--- src/rtl/rgb_led_pkg.sv ---
// rtl/rgb_led_pkg.sv - shared types and constants for the RGB LED PWM fader
//
// Purpose: fader FSM state encoding, channel-to-LED mapping and the LED count.
// Ports: none (package).

package rgb_led_pkg;

  typedef enum logic [2:0] {
    STEADY   = 3'd0,
    FADE_OUT = 3'd1,
    FADE_IN  = 3'd2,
    BR_UP    = 3'd3,
    BR_DOWN  = 3'd4
  } fader_state_e;

  localparam int CH_RED   = 0;
  localparam int CH_GREEN = 1;
  localparam int CH_BLUE  = 2;

  localparam int NUM_LEDS = 3;

endpackage

--- src/rtl/led_pwm_gen.sv ---
// rtl/led_pwm_gen.sv - N-channel PWM generator with glitch-free duty shadowing
//
// Purpose: free-running PWM counter; per-channel duty shadows that reload only
//          at the counter wrap; registered compare outputs.
// Ports:
//   clk      in   system clock
//   resetn   in   asynchronous active-low reset
//   duty     in   N packed duty values, channel i at [i*PWM_BITS +: PWM_BITS]
//   pwm_out  out  registered PWM outputs, one per channel

module led_pwm_gen #(
  parameter int PWM_BITS = 8,
  parameter int N        = 3
) (
  input  logic                  clk,
  input  logic                  resetn,
  input  logic [N*PWM_BITS-1:0] duty,
  output logic [N-1:0]          pwm_out
);

  localparam logic [PWM_BITS-1:0] CNT_ONE = PWM_BITS'(1);

  logic [PWM_BITS-1:0] pwm_cnt;
  logic [PWM_BITS-1:0] duty_shadow [N];
  logic                wrap;

  // Shadows reload in the last cycle of a period so a new duty starts
  // cleanly at pwm_cnt == 0 and never chops a period mid-way.
  assign wrap = (pwm_cnt == '1);

  always_ff @(posedge clk or negedge resetn) begin
    if (!resetn) begin
      pwm_cnt <= '0;
      pwm_out <= '0;
      for (int i = 0; i < N; i++) begin
        duty_shadow[i] <= '0;
      end
    end else begin
      pwm_cnt <= pwm_cnt + CNT_ONE;
      for (int i = 0; i < N; i++) begin
        if (wrap) begin
          duty_shadow[i] <= duty[i*PWM_BITS +: PWM_BITS];
        end
        pwm_out[i] <= (pwm_cnt < duty_shadow[i]);
      end
    end
  end

endmodule

--- src/rtl/rgb_led_pwm_fader.sv ---
// rtl/rgb_led_pwm_fader.sv - RGB channel indicator with PWM crossfade and breathe
//
// Purpose: shows the active audio channel on one of three LEDs, crossfading
//          out/in on channel change, with a brightness ceiling and an optional
//          breathe mode.
// Ports:
//   clk           in   system clock
//   resetn        in   asynchronous active-low reset
//   curr_channel  in   selected channel (0 red, 1 green, 2 blue, else off)
//   max_level     in   brightness ceiling
//   breathe_en    in   1 = breathe, 0 = steady
//   led_r/g/b     out  PWM LED drives
//   busy          out  high while crossfading

module rgb_led_pwm_fader
  import rgb_led_pkg::*;
#(
  parameter int PWM_BITS = 8,
  parameter int CH_W     = 3,
  parameter int STEP_DIV = 65536
) (
  input  logic                clk,
  input  logic                resetn,
  input  logic [CH_W-1:0]     curr_channel,
  input  logic [PWM_BITS-1:0] max_level,
  input  logic                breathe_en,
  output logic                led_r,
  output logic                led_g,
  output logic                led_b,
  output logic                busy
);

  localparam int PRE_W = (STEP_DIV > 2) ? $clog2(STEP_DIV) : 1;
  localparam logic [PRE_W-1:0]    PRE_LAST = PRE_W'(STEP_DIV - 1);
  localparam logic [PRE_W-1:0]    PRE_ONE  = PRE_W'(1);
  localparam logic [PWM_BITS-1:0] LVL_ONE  = PWM_BITS'(1);

  logic [PRE_W-1:0]             presc;
  logic                         tick;
  fader_state_e                 state, state_next;
  logic [PWM_BITS-1:0]          level, level_next;
  logic [CH_W-1:0]              active_ch, active_ch_next;
  logic                         ch_diff;
  logic [NUM_LEDS*PWM_BITS-1:0] duty;
  logic [NUM_LEDS-1:0]          pwm_out;

  // Brightness step timebase.
  assign tick = (presc == PRE_LAST);

  always_ff @(posedge clk or negedge resetn) begin
    if (!resetn) begin
      presc <= '0;
    end else if (tick) begin
      presc <= '0;
    end else begin
      presc <= presc + PRE_ONE;
    end
  end

  assign ch_diff = (curr_channel != active_ch);

  always_ff @(posedge clk or negedge resetn) begin
    if (!resetn) begin
      state     <= FADE_IN;
      level     <= '0;
      active_ch <= '0;
    end else begin
      state     <= state_next;
      level     <= level_next;
      active_ch <= active_ch_next;
    end
  end

  // Channel change outranks breathe changes, which outrank level stepping.
  always_comb begin
    state_next     = state;
    level_next     = level;
    active_ch_next = active_ch;
    case (state)
      STEADY: begin
        if (ch_diff) begin
          state_next = FADE_OUT;
        end else if (breathe_en) begin
          state_next = BR_UP;
        end else if (tick) begin
          if (level < max_level) begin
            level_next = level + LVL_ONE;
          end else if (level > max_level) begin
            level_next = level - LVL_ONE;
          end
        end
      end
      FADE_OUT: begin
        // The fade always runs to dark; only the channel selected at that
        // moment is adopted, so mid-fade toggling cannot abort it.
        if (level == '0) begin
          active_ch_next = curr_channel;
          state_next     = breathe_en ? BR_UP : FADE_IN;
        end else if (tick) begin
          level_next = level - LVL_ONE;
        end
      end
      FADE_IN: begin
        if (ch_diff) begin
          state_next = FADE_OUT;
        end else if (level >= max_level) begin
          state_next = STEADY;
        end else if (tick) begin
          level_next = level + LVL_ONE;
        end
      end
      BR_UP: begin
        if (ch_diff) begin
          state_next = FADE_OUT;
        end else if (!breathe_en) begin
          state_next = STEADY;
        end else if (level >= max_level) begin
          // >= also catches a ceiling lowered below the current level.
          state_next = BR_DOWN;
        end else if (tick) begin
          level_next = level + LVL_ONE;
        end
      end
      BR_DOWN: begin
        if (ch_diff) begin
          state_next = FADE_OUT;
        end else if (!breathe_en) begin
          state_next = STEADY;
        end else if (level == '0) begin
          state_next = BR_UP;
        end else if (tick) begin
          level_next = level - LVL_ONE;
        end
      end
      default: begin
        state_next = FADE_IN;
      end
    endcase
  end

  // Only the active component is lit; out-of-range channels leave all dark.
  always_comb begin
    duty = '0;
    if (active_ch == CH_W'(CH_RED)) begin
      duty[CH_RED*PWM_BITS +: PWM_BITS] = level;
    end else if (active_ch == CH_W'(CH_GREEN)) begin
      duty[CH_GREEN*PWM_BITS +: PWM_BITS] = level;
    end else if (active_ch == CH_W'(CH_BLUE)) begin
      duty[CH_BLUE*PWM_BITS +: PWM_BITS] = level;
    end
  end

  led_pwm_gen #(
    .PWM_BITS (PWM_BITS),
    .N        (NUM_LEDS)
  ) u_pwm (
    .clk     (clk),
    .resetn  (resetn),
    .duty    (duty),
    .pwm_out (pwm_out)
  );

  assign led_r = pwm_out[CH_RED];
  assign led_g = pwm_out[CH_GREEN];
  assign led_b = pwm_out[CH_BLUE];

  // Gated by resetn so busy reads low while reset is held even though the
  // reset state is FADE_IN.
  assign busy = resetn && ((state == FADE_OUT) || (state == FADE_IN));

endmodule

--- config.mk ---
export PLATFORM = sky130hd
export DESIGN_NAME = rgb_led_pwm_fader
export DESIGN_NICKNAME = d
export VERILOG_FILES = /design/src/rtl/rgb_led_pkg.sv /design/src/rtl/led_pwm_gen.sv /design/src/rtl/rgb_led_pwm_fader.sv
export SDC_FILE = /design/constraint.sdc
export NUM_CORES = 1
export LEC_CHECK = 0
export ABC_AREA = 1
export CAP_MARGIN = 40
export CORE_ASPECT_RATIO = 0.75
export CORE_MARGIN = 5
export CORE_UTILIZATION = 66
export CTS_BUF_LIST = sky130_fd_sc_hd__clkbuf_16
export CTS_CLUSTER_DIAMETER = 150
export CTS_CLUSTER_SIZE = 10
export DETAILED_ROUTE_END_ITERATION = 7
export GPL_TIMING_DRIVEN = 0
export MAX_ROUTING_LAYER = met4
export PLACE_DENSITY = 0.83
export SLEW_MARGIN = 25
export SYNTH_ARGS = -nofsm -noshare
export SYNTH_HDL_FRONTEND = slang
export SYNTH_SLANG_ARGS = --single-unit
export TNS_END_PERCENT = 20
--- constraint.sdc ---
create_clock -name clk -period 3.6 [get_ports clk]
set_input_delay 0.72 -clock clk [delete_from_list [all_inputs] [get_ports clk]]
set_output_delay 0.72 -clock clk [all_outputs]
set_load 0.02 [all_outputs]
==> metrics.cfg, run 1 <==
[outcome]
outcome=complete, no violations

[global_routing]
grt_pass1_vias=3474
grt_max_degree=52
antenna_found_initial=0
grt_pass1_wl_mm=16.1
grt_remaining_overflow=0
grt_util_all_layers_pct=26.5

[layout]
utilization_pct=80.1
area_growth_pct=15.6
final_nets=603
fin_area_mm2=0.00474
drive_above_1_share_pct=8.57
fillers=388
n_antenna_cell=0

[cts]
postCtsResizedCells=0
cts_setup_buffers=0
insertion_delay_ns=0.33
cts_hold_buf=0
cts_made_buffers=9
cts_tree=built
cts_sinks=65
cts.path.max_buffers=2
cts-root-buf=clkbuf_16
cts_htree_levels=3
clk_pin_slew_ns=0.05

[logic_synthesis]
syn-cell-area_mm2=0.00410
synth_cell_type_count=32
synth_top_area_share_pct=39.0
avgSynthCellArea_um2=7.83
syn_inst=524
ys_seq_area_share_pct=39.7
synth_top_cell_by_area=dfrtp_1
ys_ff_latch=65
synth_nets=572
synth_area_leaders=dfrtp_1 (39%), nand2_1 (11%), ha_1 (10%), inv_1 (7.0%), nand3_1 (6.7%)
ys_warn_count=0

[run]
max-cap-violations=0

[sta]
relSlewSlack_pct=57.1
finClkSkew_ns=0.00377
slew_violations=0
fin_crit_ns=3.01
worst_pin_slew_ns=0.642
holdWs_ns=0.258
rsz0062_at_grt=no
hold_violations=0
finalCritPeriodShare_pct=83.7
worst_slack_ns=0.587
setup_violations=0
fmax_ghz=0.332

[placed_design]
dp_slack_ns=0.707
globalplace.congestion=0.894
place_area_mm2=0.00440
dpl.hpwl_mm=6.61
io_buffers=17

[route]
viasPerCell=5.61
vias=3576
routedWlPerCell_um=14.5
routed_wl_mm=9.27
drtIter0Drc=191
drc_errors=0
firstDrtPassIters=5
drtAntennaViolNets=0

[die]
die_y_um=78.3
start_util_pct=69.3
io_pins=18
fp.dieW_um=101
row_count=24
core_area_mm2=0.00592
die_area_mm2=0.00791

[worst_setup_path]
end_kind=output port
start_kind=register
crit_required_ns=2.88
crit_arrival_ns=2.29
slowest_stage=clkdlybuf4s50_1
cp_common_cell=nand2_1
crit_chain=nand2_1 -> buf_2 -> inv_1 -> nand2_1 -> a21boi_0 -> clkdlybuf4s50_1
slowest_delay_ns=0.63
path_class=reg2out
crit_fanout=10

[pwr]
pwr_density_cell_mw_per_mm2=623
p_leak_uw=0.00240
vdd_drop_max_uv=507

[worst_hold_path]
holdCritPathClass=in2async

[per-stage QoR]
stage,setup TNS [ns],total power (uW),cells
3_5_place_dp,0,1940,621
4_1_cts,0,2940,637
6_report,0,2950,638
2_1_floorplan,0,1680,524
3_3_place_gp,-20.50,1900,619
5_1_grt,0,3150,638
[cell usage in the layout (no fill, tap or decap), drive strengths merged, types with 4 or more instances in the layout]
master         count
nand2            123
nand3             58
ha                34
xor2              18
xnor2              4
nand4              5
inv               78
a21oi             23
nor3               8
buf               12
clkdlybuf4s50     16
o21ai             40
dfrtp             64
a21boi             4
clkbuf            11
nor2              43
[power by group]
part	internal, uW	switching [uW]	total (uW)
Sequential	800	88.1	888
Combinational	367	716	1080
Clock	670	314	983
[synthesized netlist by cell type (all sizes together)]
master  number
a211oi       2
a21boi       4
a21o         1
a21oi       23
buf          9
clkbuf       1
clkinv       1
dfrtp       64
dfstp        1
ha          34
inv         77
mux2         1
nand2      123
nand3       58
nand3b       3
nand4        5
nor2        43
nor3         8
o211ai       3
o21a         1
o21ai       40
xnor2        4
xor2        18
[worst paths after layout]
| kind | startpoint | to | slack [ns] | depth (start not counted) |
|---|---|---|---|---|
| min in group clk | presc[0]$_DFF_PN0_ | presc[0]$_DFF_PN0_ | 0.46 | 1 |
| max in group asynchronous | resetn | level[0]$_DFFE_PN0P_ | 2.83 | 2 |
| hold / removal | resetn | level[7]$_DFFE_PN0P_ | 0.26 | 1 |
| setup reg to reg | level[1]$_DFFE_PN0P_ | level[3]$_DFFE_PN0P_ | 1.29 | 13 |
| hold reg to reg | presc[0]$_DFF_PN0_ | presc[0]$_DFF_PN0_ | 0.46 | 1 |
| setup / recovery | state[1]$_DFFE_PN1P_ | busy | 0.59 | 6 |
[logic make-up (layout without fill, tap and decap cells)]
family,count (synthesis),after routing,share of synthesized area [%]
xor+xnor,22,22,4.70
simple gates,240,240,26.8
mux,1,1,0.275
compound gates,74,74,9.70
flops,65,65,39.7
buf+inv,88,124,8.42
fa+ha+maj,34,34,10.4
[registers in the layout, summed over array words and instances (netlist names)]
register	count
u_pwm.duty_shadow	24
state	3
u_pwm.pwm_cnt	8
active_ch	3
level	8
u_pwm.pwm_out	3
presc	16
[critical path, delay by kind of cell (launching register included)]
family | cells | cell delay (ns)
AOI/OAI and AO/OA | 1 | 0.17
buffers and inverters | 3 | 1.06
DFF | 1 | 0.57
and+or+nand+nor | 2 | 0.16
[final cells by class]
class,instances,area [um2],share of cell area (%)
Clock buffer,9,225,4.75
Clock inverter,7,110,2.32
Sequential cell,65,1630,34.3
Inverter,78,294,6.20
Multi-Input combinational cell,371,2130,44.9
Timing Repair Buffer,20,205,4.33
Buffer,10,51.3,1.08
Tap cell,78,97.6,2.06
[per-layer routing]
layer / wire length (um) / GRT usage (%)
met5: 0 / -
met1: 4170 / 34.5
met4: 151 / 7.17
met3: 608 / 6.64
met2: 4340 / 41.7
Power figures use the tool's default switching activity.
==> run 2: changes to the inputs <==
CORE_UTILIZATION = 55   (was 66)
PLACE_DENSITY = 0.73   (was 0.83)
clock period = 2.5 ns   (was 3.6 ns; I/O delays follow)
==> run 2 against run 1 <==
Effect of this change:
- global-route usage is 5.5 points lower
- register-to-register slack worse by 0.97 ns
- first-iteration DRC count is 1.6% lower
- critical path type unchanged
- highest routed layer unchanged
==> metrics.cfg, run 2 (synthesis results as in run 1) <==
[outcome]
outcome=complete, no violations

[cts]
cts-root-buf=clkbuf_16
cts.path.max_buffers=2
cts_htree_levels=3
cts_tree=built
insertion_delay_ns=0.33
cts_made_buffers=9
clk_pin_slew_ns=0.05
cts_sinks=65
cts_hold_buf=0
postCtsResizedCells=2
cts_setup_buffers=0

[pwr]
vdd_drop_max_uv=391
p_leak_uw=0.00236
comb_power_share_pct=39.2
p_clk_share_pct=28.2
seqPwrFrac_pct=32.6
swShare_pct=40.3
power.switching_uw=1580
p_int_uw=2340
pwr_density_cell_mw_per_mm2=832

[die]
die_y_um=84.8
fp.dieW_um=110
io_pins=18
row_count=27
die_area_mm2=0.00930
start_util_pct=56.2
core_area_mm2=0.00730

[sta]
worst_slack_ns=0.120
hold_violations=0
fin_crit_ns=2.38
rsz0062_at_grt=no
finalSetupTns_ns=0
fmax_ghz=0.420
slew_violations=0
setup_violations=0
worst_pin_slew_ns=0.600
finClkSkew_ns=0.00558
finalCritPeriodShare_pct=95.2
relSlewSlack_pct=59.8

[route]
drc_errors=0
viasPerCell=5.31
drtIter0Drc=188
vias=3502
drtAntennaViolNets=0
routedWlPerCell_um=13.3
routed_wl_mm=8.80
firstDrtPassIters=5

[placed_design]
dp_slack_ns=-0.170
dp_cells=644
dpl.hpwl_mm=6.71
globalplace.congestion=0.887
io_buffers=17

[worst_setup_path]
start_kind=register
crit_chain=nand2_1 -> buf_2 -> clkinvlp_4 -> nand2_1 -> a21boi_0 -> dlygate4sd2_1
path_class=reg2out
crit_arrival_ns=1.88
critPathTopFamily=buffers and inverters
slowest_delay_ns=0.56
slowest_stage=dfstp_2
crit_fanout=10
end_kind=output port
path_buf_inv=3
cp_common_cell=nand2_1
crit_required_ns=2.00

[layout]
layout_commonest_cell=nand2_1
reg.largest.list=u_pwm.duty_shadow: 24 flops, presc: 16 flops
regMostFlops=u_pwm.duty_shadow
utilization_pct=64.5
fin_cells=660
area_growth_pct=14.8
fillers=637
final_nets=603
final_cell_mix=nand2_1 (117), inv_1 (75), dfrtp_1 (64)
drive_above_1_share_pct=9.12
largest_reg_flops=24
n_antenna_cell=0

[global_routing]
antenna_found_initial=0
grt_util_all_layers_pct=21.0
grt_max_degree=50
grt_pass1_wl_mm=15.1
grt_remaining_overflow=0
grt_pass1_vias=3359

[run]
max-cap-violations=0

[worst_hold_path]
holdCritPathClass=in2async

-- run 2: cell count changes in the layout (fill, tap and decap cells not counted) --
cell	before	now
bufinv_16	3	0
clkdlybuf4s50_1	16	15
clkinv_1	1	0
clkinv_2	2	5
clkinv_4	0	1
clkinvlp_4	1	2
dlygate4sd2_1	0	1
inv_1	77	75
nor2_2	6	5
nor2_4	2	3
nor3_1	8	7
nor3_2	0	1
-- run 2: worst register-to-register path, cell delays in order (launching register included) --
cell	delay [ns]
dfrtp_1	0.56
ha_1	0.32
nand2_1	0.07
nand2_1	0.04
nand2_1	0.05
nand2_1	0.05
nand2_1	0.16
nand2_1	0.19
nor2_4	0.16
nand2_4	0.08
nand2_8	0.10
nand3_4	0.13
nand2_1	0.10
nand2_1	0.05
-- run 2: cell type report --
| class | count | area [um2] | area share [%] |
|---|---|---|---|
| flip-flops and latches | 65 | 1630 | 34.6 |
| plain buffers | 10 | 51.3 | 1.09 |
| inverters | 78 | 298 | 6.33 |
| clock buffers | 9 | 225 | 4.78 |
| clock inverters | 6 | 36.3 | 0.771 |
| multi-input cells | 371 | 2140 | 45.4 |
| well taps | 101 | 126 | 2.68 |
| repair buffers | 20 | 204 | 4.33 |
-- run 2: per-layer routing --
metal / up-vias / track usage, % / wire length [um]
met5: - / - / 0
met2: 98 / 33.1 / 4050
met3: 9 / 4.61 / 573
met1: 1637 / 28.0 / 4130
li1: 1758 / - / -
met4: 0 / 4.19 / 53
-- run 2: path summary, 6_finish.rpt --
kind                                           start                               end  slack (ns)  cells after the start
worst min register to register    presc[0]$_DFF_PN0_                presc[0]$_DFF_PN0_        0.46                      1
worst min-delay path                          resetn                presc[0]$_DFF_PN0_        0.06                      1
worst max register to register  level[1]$_DFFE_PN0P_              level[3]$_DFFE_PN0P_        0.32                     13
max in group asynchronous                     resetn  u_pwm.duty_shadow[7]$_DFFE_PN0N_        1.93                      2
worst max-delay path            state[1]$_DFFE_PN1P_                              busy        0.12                      6
min in group clk                  presc[0]$_DFF_PN0_                presc[0]$_DFF_PN0_        0.46                      1
-- run 2: power groups by stage --
stage,Sequential (uW),Combinational (uW),Clock [uW]
3_5_place_dp,1290,1520,0
2_1_floorplan,1250,1170,0
3_3_place_gp,1280,1460,0
5_1_grt,1290,1760,1180
6_report,1280,1540,1100
4_1_cts,1270,1520,1130
-- run 2: through the flow --
stage          power (uW)  cell area [um2]  hold WS, ns
6_report             3920             4710       0.0551
2_1_floorplan        2420             4100        0.204
3_3_place_gp         2740             4400        0.447
3_5_place_dp         2810             4430        0.397
4_1_cts              3920             4690       0.0494
5_1_grt              4240             4710       0.0607
==> run 3: changes to the inputs <==
CTS_CLUSTER_DIAMETER = 100   (was 150)
==> results of run 3 <==
Same layout as run 2: the final DEF is identical, and so are final timing and power.
